### src/rtl/fsk_link_pkg.sv
// =============================================================================
// fsk_link_pkg : constants and helpers shared by both ends of the FSK light link
// Revision     : 1.0
// =============================================================================
`default_nettype none

package fsk_link_pkg;

  typedef enum logic [1:0] {
    ST_IDLE   = 2'd0,
    ST_TX_BIT = 2'd1,
    ST_DONE   = 2'd2
  } tx_state_e;

  // Defaults shared with the analyzer configuration so both ends agree
  localparam int DEFAULT_FREQUENCY0  = 5000;
  localparam int DEFAULT_FREQUENCY1  = 10000;
  localparam int DEFAULT_BIT_PERIODS = 16;

  function automatic int half_period(input int clock_hz, input int freq_hz);
    if (freq_hz <= 0) return 0;
    return clock_hz / (2 * freq_hz);
  endfunction

  function automatic int max_int(input int a, input int b);
    return (a > b) ? a : b;
  endfunction

endpackage

`default_nettype wire

### src/rtl/fsk_light_transmitter_swg.sv
// =============================================================================
// square_wave_generator : reloadable half-period square wave with toggle strobe
// Revision              : 1.0
// =============================================================================
`default_nettype none

module square_wave_generator #(
  parameter int   CNT_W      = 4,
  parameter logic IDLE_LEVEL = 1'b0
) (
  input  logic             clock,
  input  logic             reset,
  input  logic             start,
  input  logic             stop,
  input  logic [CNT_W-1:0] half_load,
  output logic             wave,
  output logic             toggle
);

  logic [CNT_W-1:0] half_cnt_q;
  logic             running_q;
  logic             wave_q;

  assign toggle = running_q && (half_cnt_q == CNT_W'(1));
  assign wave   = wave_q;

  // start wins over stop and over the free-running toggle so a new bit
  // always begins high in the same cycle the previous one ends
  always_ff @(posedge clock or posedge reset) begin
    if (reset) begin
      half_cnt_q <= '0;
      running_q  <= 1'b0;
      wave_q     <= IDLE_LEVEL;
    end else if (start) begin
      half_cnt_q <= half_load;
      running_q  <= 1'b1;
      wave_q     <= 1'b1;
    end else if (stop) begin
      half_cnt_q <= '0;
      running_q  <= 1'b0;
      wave_q     <= IDLE_LEVEL;
    end else if (running_q) begin
      if (toggle) begin
        half_cnt_q <= half_load;
        wave_q     <= ~wave_q;
      end else begin
        half_cnt_q <= half_cnt_q - CNT_W'(1);
      end
    end
  end

endmodule

`default_nettype wire

### src/rtl/fsk_light_transmitter.sv
// =============================================================================
// fsk_light_transmitter : sends a word MSB-first as FSK on/off light on led_out
// Revision              : 1.0
// =============================================================================
`default_nettype none

module fsk_light_transmitter
  import fsk_link_pkg::*;
#(
  parameter int   CLOCK_FREQUENCY = 100000000,
  parameter int   FREQUENCY0      = DEFAULT_FREQUENCY0,
  parameter int   FREQUENCY1      = DEFAULT_FREQUENCY1,
  parameter int   BIT_PERIODS     = DEFAULT_BIT_PERIODS,
  parameter int   DATA_WIDTH      = 8,
  parameter logic IDLE_LEVEL      = 1'b0
) (
  input  logic                          clock,
  input  logic                          reset,
  input  logic                          enable,
  input  logic [DATA_WIDTH-1:0]         data,
  input  logic                          data_valid,
  output logic                          data_ready,
  output logic                          led_out,
  output logic                          busy,
  output logic [$clog2(DATA_WIDTH):0]   bit_index,
  output logic                          done
);

  localparam int HALF0    = half_period(CLOCK_FREQUENCY, FREQUENCY0);
  localparam int HALF1    = half_period(CLOCK_FREQUENCY, FREQUENCY1);
  localparam int HALF_MAX = max_int(HALF0, HALF1);
  localparam int CNT_W    = $clog2(HALF_MAX) + 1;
  localparam int IDX_W    = $clog2(DATA_WIDTH) + 1;
  localparam int TOGGLES  = 2 * BIT_PERIODS;
  localparam int TGL_W    = $clog2(TOGGLES) + 1;

  localparam logic [CNT_W-1:0] HALF0_V = CNT_W'(HALF0);
  localparam logic [CNT_W-1:0] HALF1_V = CNT_W'(HALF1);

  if (HALF0 < 1 || HALF1 < 1 || HALF0 == HALF1 || BIT_PERIODS < 1 || DATA_WIDTH < 1) begin : g_bad_cfg
    $error("fsk_light_transmitter: half periods must be >=1 and distinct");
  end

  tx_state_e             state_q;
  logic [DATA_WIDTH-1:0] shift_q;
  logic [IDX_W-1:0]      bit_index_q;
  logic [TGL_W-1:0]      toggle_cnt_q;
  logic                  busy_q;
  logic                  done_q;
  logic                  data_ready_q;

  logic                  w_toggle;
  logic                  w_wave;
  logic                  w_accept;
  logic                  w_bit_end;
  logic                  w_last_bit;
  logic                  w_abort;
  logic                  w_start;
  logic                  w_stop;
  logic [DATA_WIDTH-1:0] w_shift_next;
  logic [CNT_W-1:0]      w_half_load;

  assign w_accept     = (state_q == ST_IDLE) && enable && data_ready_q && data_valid;
  assign w_abort      = (state_q == ST_TX_BIT) && !enable;
  assign w_bit_end    = (state_q == ST_TX_BIT) && enable && w_toggle &&
                        (toggle_cnt_q == TGL_W'(TOGGLES - 1));
  assign w_last_bit   = (bit_index_q == '0);
  assign w_shift_next = shift_q << 1;
  assign w_start      = w_accept || (w_bit_end && !w_last_bit);
  assign w_stop       = w_abort  || (w_bit_end && w_last_bit);

  // Half period follows the bit about to be (or being) transmitted
  always_comb begin
    w_half_load = shift_q[DATA_WIDTH-1] ? HALF1_V : HALF0_V;
    if (state_q == ST_IDLE) begin
      w_half_load = data[DATA_WIDTH-1] ? HALF1_V : HALF0_V;
    end else if (w_bit_end) begin
      w_half_load = w_shift_next[DATA_WIDTH-1] ? HALF1_V : HALF0_V;
    end
  end

  square_wave_generator #(
    .CNT_W      (CNT_W),
    .IDLE_LEVEL (IDLE_LEVEL)
  ) u_swg (
    .clock     (clock),
    .reset     (reset),
    .start     (w_start),
    .stop      (w_stop),
    .half_load (w_half_load),
    .wave      (w_wave),
    .toggle    (w_toggle)
  );

  always_ff @(posedge clock or posedge reset) begin
    if (reset) begin
      state_q      <= ST_IDLE;
      shift_q      <= '0;
      bit_index_q  <= '0;
      toggle_cnt_q <= '0;
      busy_q       <= 1'b0;
      done_q       <= 1'b0;
      data_ready_q <= 1'b0;
    end else begin
      done_q <= 1'b0;
      case (state_q)
        ST_IDLE: begin
          data_ready_q <= enable;
          if (w_accept) begin
            shift_q      <= data;
            bit_index_q  <= IDX_W'(DATA_WIDTH - 1);
            toggle_cnt_q <= '0;
            busy_q       <= 1'b1;
            data_ready_q <= 1'b0;
            state_q      <= ST_TX_BIT;
          end
        end
        ST_TX_BIT: begin
          if (!enable) begin
            toggle_cnt_q <= '0;
            busy_q       <= 1'b0;
            data_ready_q <= 1'b0;
            state_q      <= ST_IDLE;
          end else if (w_toggle) begin
            if (w_bit_end) begin
              toggle_cnt_q <= '0;
              if (w_last_bit) begin
                busy_q  <= 1'b0;
                done_q  <= 1'b1;
                state_q <= ST_DONE;
              end else begin
                shift_q     <= w_shift_next;
                bit_index_q <= bit_index_q - IDX_W'(1);
              end
            end else begin
              toggle_cnt_q <= toggle_cnt_q + TGL_W'(1);
            end
          end
        end
        ST_DONE: begin
          data_ready_q <= enable;
          state_q      <= ST_IDLE;
        end
        default: begin
          state_q <= ST_IDLE;
        end
      endcase
    end
  end

  // Gating with enable keeps data_ready from advertising a slot enable forbids
  assign data_ready = data_ready_q && enable;
  assign led_out    = w_wave;
  assign busy       = busy_q;
  assign bit_index  = bit_index_q;
  assign done       = done_q;

endmodule

`default_nettype wire

### config.mk
export PLATFORM = sky130hd
export DESIGN_NAME = fsk_light_transmitter
export DESIGN_NICKNAME = d
export VERILOG_FILES = /design/src/rtl/fsk_link_pkg.sv /design/src/rtl/fsk_light_transmitter_swg.sv /design/src/rtl/fsk_light_transmitter.sv
export SDC_FILE = /design/constraint.sdc
export NUM_CORES = 1
export LEC_CHECK = 0
export ABC_AREA = 1
export BUFFER_PORTS_ARGS = -buffer_cell sky130_fd_sc_hd__buf_2
export CORE_AREA = 2 2 111 113
export CTS_BUF_LIST = sky130_fd_sc_hd__clkbuf_8 sky130_fd_sc_hd__clkbuf_16
export CTS_CLUSTER_SIZE = 8
export DETAILED_ROUTE_END_ITERATION = 7
export DIE_AREA = 0 0 113 115
export GPL_TIMING_DRIVEN = 0
export PLACE_DENSITY_LB_ADDON = 0.25
export SYNTH_ARGS = -nofsm -noshare
export SYNTH_HDL_FRONTEND = slang
export SYNTH_HIERARCHICAL = 1
export SYNTH_SLANG_ARGS = --single-unit
export TNS_END_PERCENT = 30
### constraint.sdc
create_clock -name clock -period 3.6 [get_ports clock]
set_clock_uncertainty 0.2 [all_clocks]
set_input_delay 0.18 -clock clock [delete_from_list [all_inputs] [get_ports clock]]
set_output_delay 0.18 -clock clock [all_outputs]
set_load 0.005 [all_outputs]
After elaboration in Yosys (flattened, before gate mapping) --
Index checks and enable logic that the tools add are counted.
Word-level totals: input bits 12, register bits after elaboration 40
Operators by class: bitwise logic cells 1, eq/ne operators 13, reductions and logical operators 28, $add $sub $neg 3, multiplexer cells 52
Operators with widths (number):
- $mux 15 | 5
- $mux 14 | 4
- $mux 8 | 5
- $mux 6 | 4
- $mux 4 | 5
- $mux 1 | 18
- $pmux 8 s2 | 1
- $eq 15x1->1 const B | 1
- $sub 15x1->15 const B | 1
- $ne 2x2->1 const B | 6
- $pmux 6 s2 | 1
- $logic_and 1x1->1 | 11
- $mux 2 | 5
- $ne 3x3->1 const B | 3
- $reduce_bool 3->1 | 3
- $pmux 4 s2 | 1
- $add 6x1->6 const B | 1
- $eq 6x5->1 const B | 1
- $reduce_and 6->1 | 1
- $reduce_and 5->1 | 1
- $logic_not 4->1 | 1
- $pmux 2 s2 | 1
- $reduce_and 2->1 | 2
- $reduce_and 4->1 | 1
- 11 further kinds | 14

Depth between registers and ports, before layout --
word-level depth 10, depth in mapped cells 18, gate-level depth less buffers 17

Cells and area by module --
Netlist, hierarchy kept.
By module, submodules not included:
- fsk_light_transmitter | area each 1463.9 µm², cells each 208, instances 1
- square_wave_generator | area each 1421.4 µm², cells each 220, instances 1

Worst setup path after synthesis --
Ideal clock, no wire load.
path type register to register, start point register u_swg.half_cnt_q[1], end point register u_swg.half_cnt_q[7], period minus slack after synthesis 2.622 ns, arrival 2.344 ns, path buffers 1, setup slack 0.978 ns, cell stages (with the launch flop) 17, path through dfrtp_1 > inv_1 > ha_1 > nand3_1 > nor2_4 > nand2_2 > buf_6 > inv_1 > inv_1 > nor2_2 > nand2_1 > nand2_1 > nand2_1 > a21boi_0 > or2_2 > nand3_1 > a21oi_1
Between the ends: cells in the longest elaborated chain, start to end 10
RTL lines:
- start, declared | RTL line fsk_light_transmitter_swg.sv:20 | logic [CNT_W-1:0] half_cnt_q;
- start signal, assigned | RTL line fsk_light_transmitter_swg.sv:35 | half_cnt_q <= half_load;
- start signal, assigned | RTL line fsk_light_transmitter_swg.sv:44 | half_cnt_q <= half_load;
- start signal, assigned | RTL line fsk_light_transmitter_swg.sv:47 | half_cnt_q <= half_cnt_q - CNT_W'(1);
- $eq 15x1->1 (*) | RTL line fsk_light_transmitter_swg.sv:24 | assign toggle = running_q && (half_cnt_q == CNT_W'(1));
- $logic_and 1x1->1 (*) | RTL line fsk_light_transmitter_swg.sv:24
- via w_toggle | RTL line fsk_light_transmitter.sv:52 | logic w_toggle;
- $logic_and 1x1->1 (2 in series) | RTL line fsk_light_transmitter.sv:65 | assign w_bit_end = (state_q == ST_TX_BIT) && enable && w_toggle &&
- $mux 14 | RTL line fsk_light_transmitter.sv:77 | end else if (w_bit_end) begin
- $mux 15 | RTL line fsk_light_transmitter.sv:75 | if (state_q == ST_IDLE) begin
- $mux 15 | RTL line fsk_light_transmitter_swg.sv:43 | if (toggle) begin
- $mux 15 | RTL line fsk_light_transmitter_swg.sv:42 | end else if (running_q) begin
- $mux 15 | RTL line fsk_light_transmitter_swg.sv:38 | end else if (stop) begin
- $mux 15 | RTL line fsk_light_transmitter_swg.sv:34 | end else if (start) begin
Mark *: on every way through the listed nets, which the timed path passes. The rest lies on a longest branch. The select of a mux whose other input is x is not followed. A chain may end at the register's enable or synchronous reset.

Worst setup path after layout --
start point register u_swg.half_cnt_q[1], end point register u_swg.half_cnt_q[4]
RTL lines:
- $eq 15x1->1 (*) | RTL line fsk_light_transmitter_swg.sv:24
- $logic_and 1x1->1 (*) | RTL line fsk_light_transmitter_swg.sv:24
- via w_toggle | RTL line fsk_light_transmitter.sv:52
- $logic_and 1x1->1 (*) (2 in series) | RTL line fsk_light_transmitter.sv:65
- $logic_and 1x1->1 (*) | RTL line fsk_light_transmitter.sv:70 | assign w_stop = w_abort || (w_bit_end && w_last_bit);
- $logic_or 1x1->1 (*) | RTL line fsk_light_transmitter.sv:70
- via w_stop | RTL line fsk_light_transmitter.sv:59 | logic w_stop;
- $mux 15 | RTL line fsk_light_transmitter_swg.sv:38
- $mux 15 | RTL line fsk_light_transmitter_swg.sv:34
Marks and branches as above.

==> impl_metrics.json <==
{
  "status": "completed",
  "post_drt_wl_per_cell_um": 12.3,
  "share_seq_of_total_power_pct": 31.1,
  "place_ws_ps": 289,
  "combPwrFrac_pct": 47.9,
  "syn_to_final_growth_pct": 18.2,
  "final.period_utilization_pct": 90.5,
  "fin_nets": 490,
  "fmaxAchievable_mhz": 307,
  "cts-buffers-inserted": 5,
  "clkLatencyLatePin_ps": 290,
  "final_cell_area_um2": 3410,
  "critical_path.reg2reg.endpoint": "u_swg/half_cnt_q[4]",
  "regToRegSetupSlack_ps": 340,
  "wl_um": 7580,
  "timing_max_transition_violations_final": 0,
  "postPlaceCellArea_um2": 3210,
  "post-synth-top-area-fraction_pct": 34.7,
  "area.sequential_um2": 1000,
  "share_of_layout_cells_above_drive_strength_1_pct": 13.8,
  "most_frequent_cells_in_the_layout": "131 x nand2_1, 52 x nand3_1, 51 x inv_1, 41 x nor2_1, 40 x dfrtp_1",
  "r2r-start": "u_swg/half_cnt_q[1]",
  "grt_overflow_total": 0,
  "post_synth_inst_count": 428,
  "ys_seq_area_share_pct": 34.7,
  "drt_drc_violations_left": 0,
  "synthDominantAreaCellType": "dfrtp_1",
  "ir_drop_mv": 0.313,
  "p_total_mw": 2.56,
  "cts_max_level": 2,
  "cp_max_fo": 10,
  "grt_pass1_wl_um": 13000,
  "vias": 2670,
  "placement_rows": 40,
  "die_area_um2": 13000,
  "hold_ws_ps": 8.08,
  "setup_repair_after_global_routing_missed_its_margin": "no",
  "final.min_clock_period_ps": 3260,
  "finalCoreUtilization_pct": 28.9,
  "post_synth_main_area_contributors": "dfrtp_1 35%, nand2_1 17%, nand3_1 9.0%",
  "timing.critical_path.to": "u_swg/half_cnt_q[4]",
  "gp_congestion": 0.832,
  "ant_nets": 0,
  "die_extent_in_y_um": 115,
  "r2r.worst_path.cells": 18,
  "yosys_warnings": 6,
  "final_cells": 617,
  "hold_violations": 0,
  "multi_input_area_um2": 1630,
  "worstPathArrival_ps": 3270,
  "power.share.clock_pct": 21.0,
  "antennaDiodeCount": 0,
  "criticalPathCategory": "register to register",
  "layout.filler_cells": 1341,
  "design.core.area_um2": 11800,
  "postSynthRegisterBits": 40,
  "number_of_setup_violations_in_the_final_report": 0,
  "drt_first_pass_iters": 5,
  "path_clk_slew_ps": 70,
  "fin_tns_setup_ps": 0,
  "timing.max_cap.violations": 0,
  "syn-cell-area_um2": 2890,
  "timing.critical_path.required_ps": 3610,
  "crit_path_end_kind": "register",
  "place.port_buffers": 18,
  "post-cts-setup-buffers": 0,
  "power.switching_fraction_pct": 45.5,
  "internal_power_mw": 1.40,
  "startpoint_type": "register",
  "drt-vias-per-instance": 4.33,
  "ctsLongestPathBuffers": 2,
  "slew_headroom_pct": 36.5,
  "tritoncts": "built",
  "place.detailed.hpwl_um": 5670,
  "grt_use_total_pct": 12.6,
  "effective_utilization_at_floorplan_pct": 24.4,
  "place.detailed.instances": 606,
  "worst_setup_path_startpoint": "u_swg/half_cnt_q[1]",
  "worst-slew-pin-transition_ps": 951,
  "die-width_um": 113,
  "power_switching_mw": 1.16,
  "setup_ws_ps": 341,
  "most_common_cell_after_layout_fill_and_taps_aside": "nand2_1",
  "static-leakage-power_nw": 1.78,
  "cellPowerDensity_nw_per_um2": 751,
  "via_count_of_the_first_global_routing_pass": 2612,
  "synth_area_per_cell_um2": 6.74,
  "min-delay-path-class": "input port to register",
  "clock-sinks": 40,
  "grt_antenna_before_repair": 0,
  "grt_start_max_net_pins": 24,
  "io_pins": 20,
  "cts.root.buffer_cell": "clkbuf_16",
  "netlist-cell-type-count": 31,
  "detailedRoute.firstIterationViolations": 74
}
cells in the mapped netlist:
| library cell | count |
|---|---|
| nand2_1 | 131 |
| nand3_1 | 52 |
| inv_1 | 51 |
| nor2_1 | 41 |
| dfrtp_1 | 40 |
| a21oi_1 | 27 |
| ha_1 | 9 |
| nor2_2 | 8 |
| o21ai_0 | 8 |
| nand2_2 | 7 |
| nand3b_1 | 6 |
| nor2_4 | 6 |
| buf_4 | 5 |
| buf_6 | 4 |
| or2_0 | 4 |
| nand4_1 | 3 |
| or2_2 | 3 |
| a21boi_0 | 2 |
| a31oi_1 | 2 |
| buf_2 | 2 |
| clkbuf_1 | 2 |
| conb_1 | 2 |
| inv_2 | 2 |
| o211ai_1 | 2 |
| o22ai_1 | 2 |
| xor2_1 | 2 |
| nand2_4 | 1 |
| nand3_2 | 1 |
| o21ai_1 | 1 |
| o21bai_1 | 1 |
| xnor2_1 | 1 |
repair_timing:
item	CTS	global route
endpoints found under the hold margin	42	0
gates resized for setup	0	1
hold buffers	3	0
setup endpoints to repair	0	3
state kept, by name, indices dropped and copies added (netlist names):
name and flops:
toggle_cnt_q 6, data_ready_q 1, u_swg/wave 1, u_swg/half_cnt_q 15, done 1, state_q 2, busy 1, shift_q 8
u_swg/running_q 1, bit_index 4
power by group through the flow:
stage          Combinational, mW  Sequential, mW  Clock [mW]
2_1_floorplan              0.945           0.761           0
3_3_place_gp                1.22           0.801           0
3_5_place_dp                1.24           0.806           0
4_1_cts                     1.24           0.798       0.555
5_1_grt                     1.43           0.826       0.574
6_report                    1.23           0.798       0.538
routing by layer:
layer	share of wire [%]	up-vias	global-route usage (%)
li1	-	1414	-
met2	48	36	21.6
met5	0	-	0
met1	48	1216	16.4
met4	0.77	0	3.01
met3	3.6	4	2.42
critical path, stage by stage, from the launching register on:
cell	delay (ps)
dfrtp_1	390
inv_1	100
ha_1	170
nand3_1	140
nor2_4	200
nand2_2	100
buf_6	150
inv_1	170
inv_1	70
nor2_2	190
nand2_1	150
o22ai_1	260
nor2_2	110
inv_1	100
nor2_2	60
inv_2	170
buf_4	230
nor2_1	60
a21oi_1	140
kinds of logic (layout without fill, tap and decap cells):
group	count (synthesis)	in the layout	share of synthesized area [%]
XOR/XNOR	3	3	0.911
AO/OA/AOI/OAI	45	45	8.41
other	2	15	0.260
buffers and inverters	66	95	10.4
adder cells (fa/ha/maj)	9	9	3.90
flip-flops	40	40	34.7
AND/OR/NAND/NOR	263	263	41.5
cell type report:
type                    count  area share [%]
plain buffers              13            2.94
flip-flops and latches     40            29.4
repair buffers             21            3.52
clock buffers               5            3.67
well taps                 147            5.39
multi-input cells         335            47.9
inverters                  53            5.83
clock inverters             3            1.36
worst min path at each step:
stage | startpoint | end | cells past startpoint
after CTS | data[4] | shift_q[4] | 5
final | data[4] | shift_q[4] | 5
after global placement | reset | u_swg/wave | 2
after global routing | data[1] | shift_q[1] | 5
after floorplan | reset | u_swg/half_cnt_q[0] | 1
after detailed placement | reset | u_swg/half_cnt_q[2] | 2
Power figures use the tool's default switching activity.
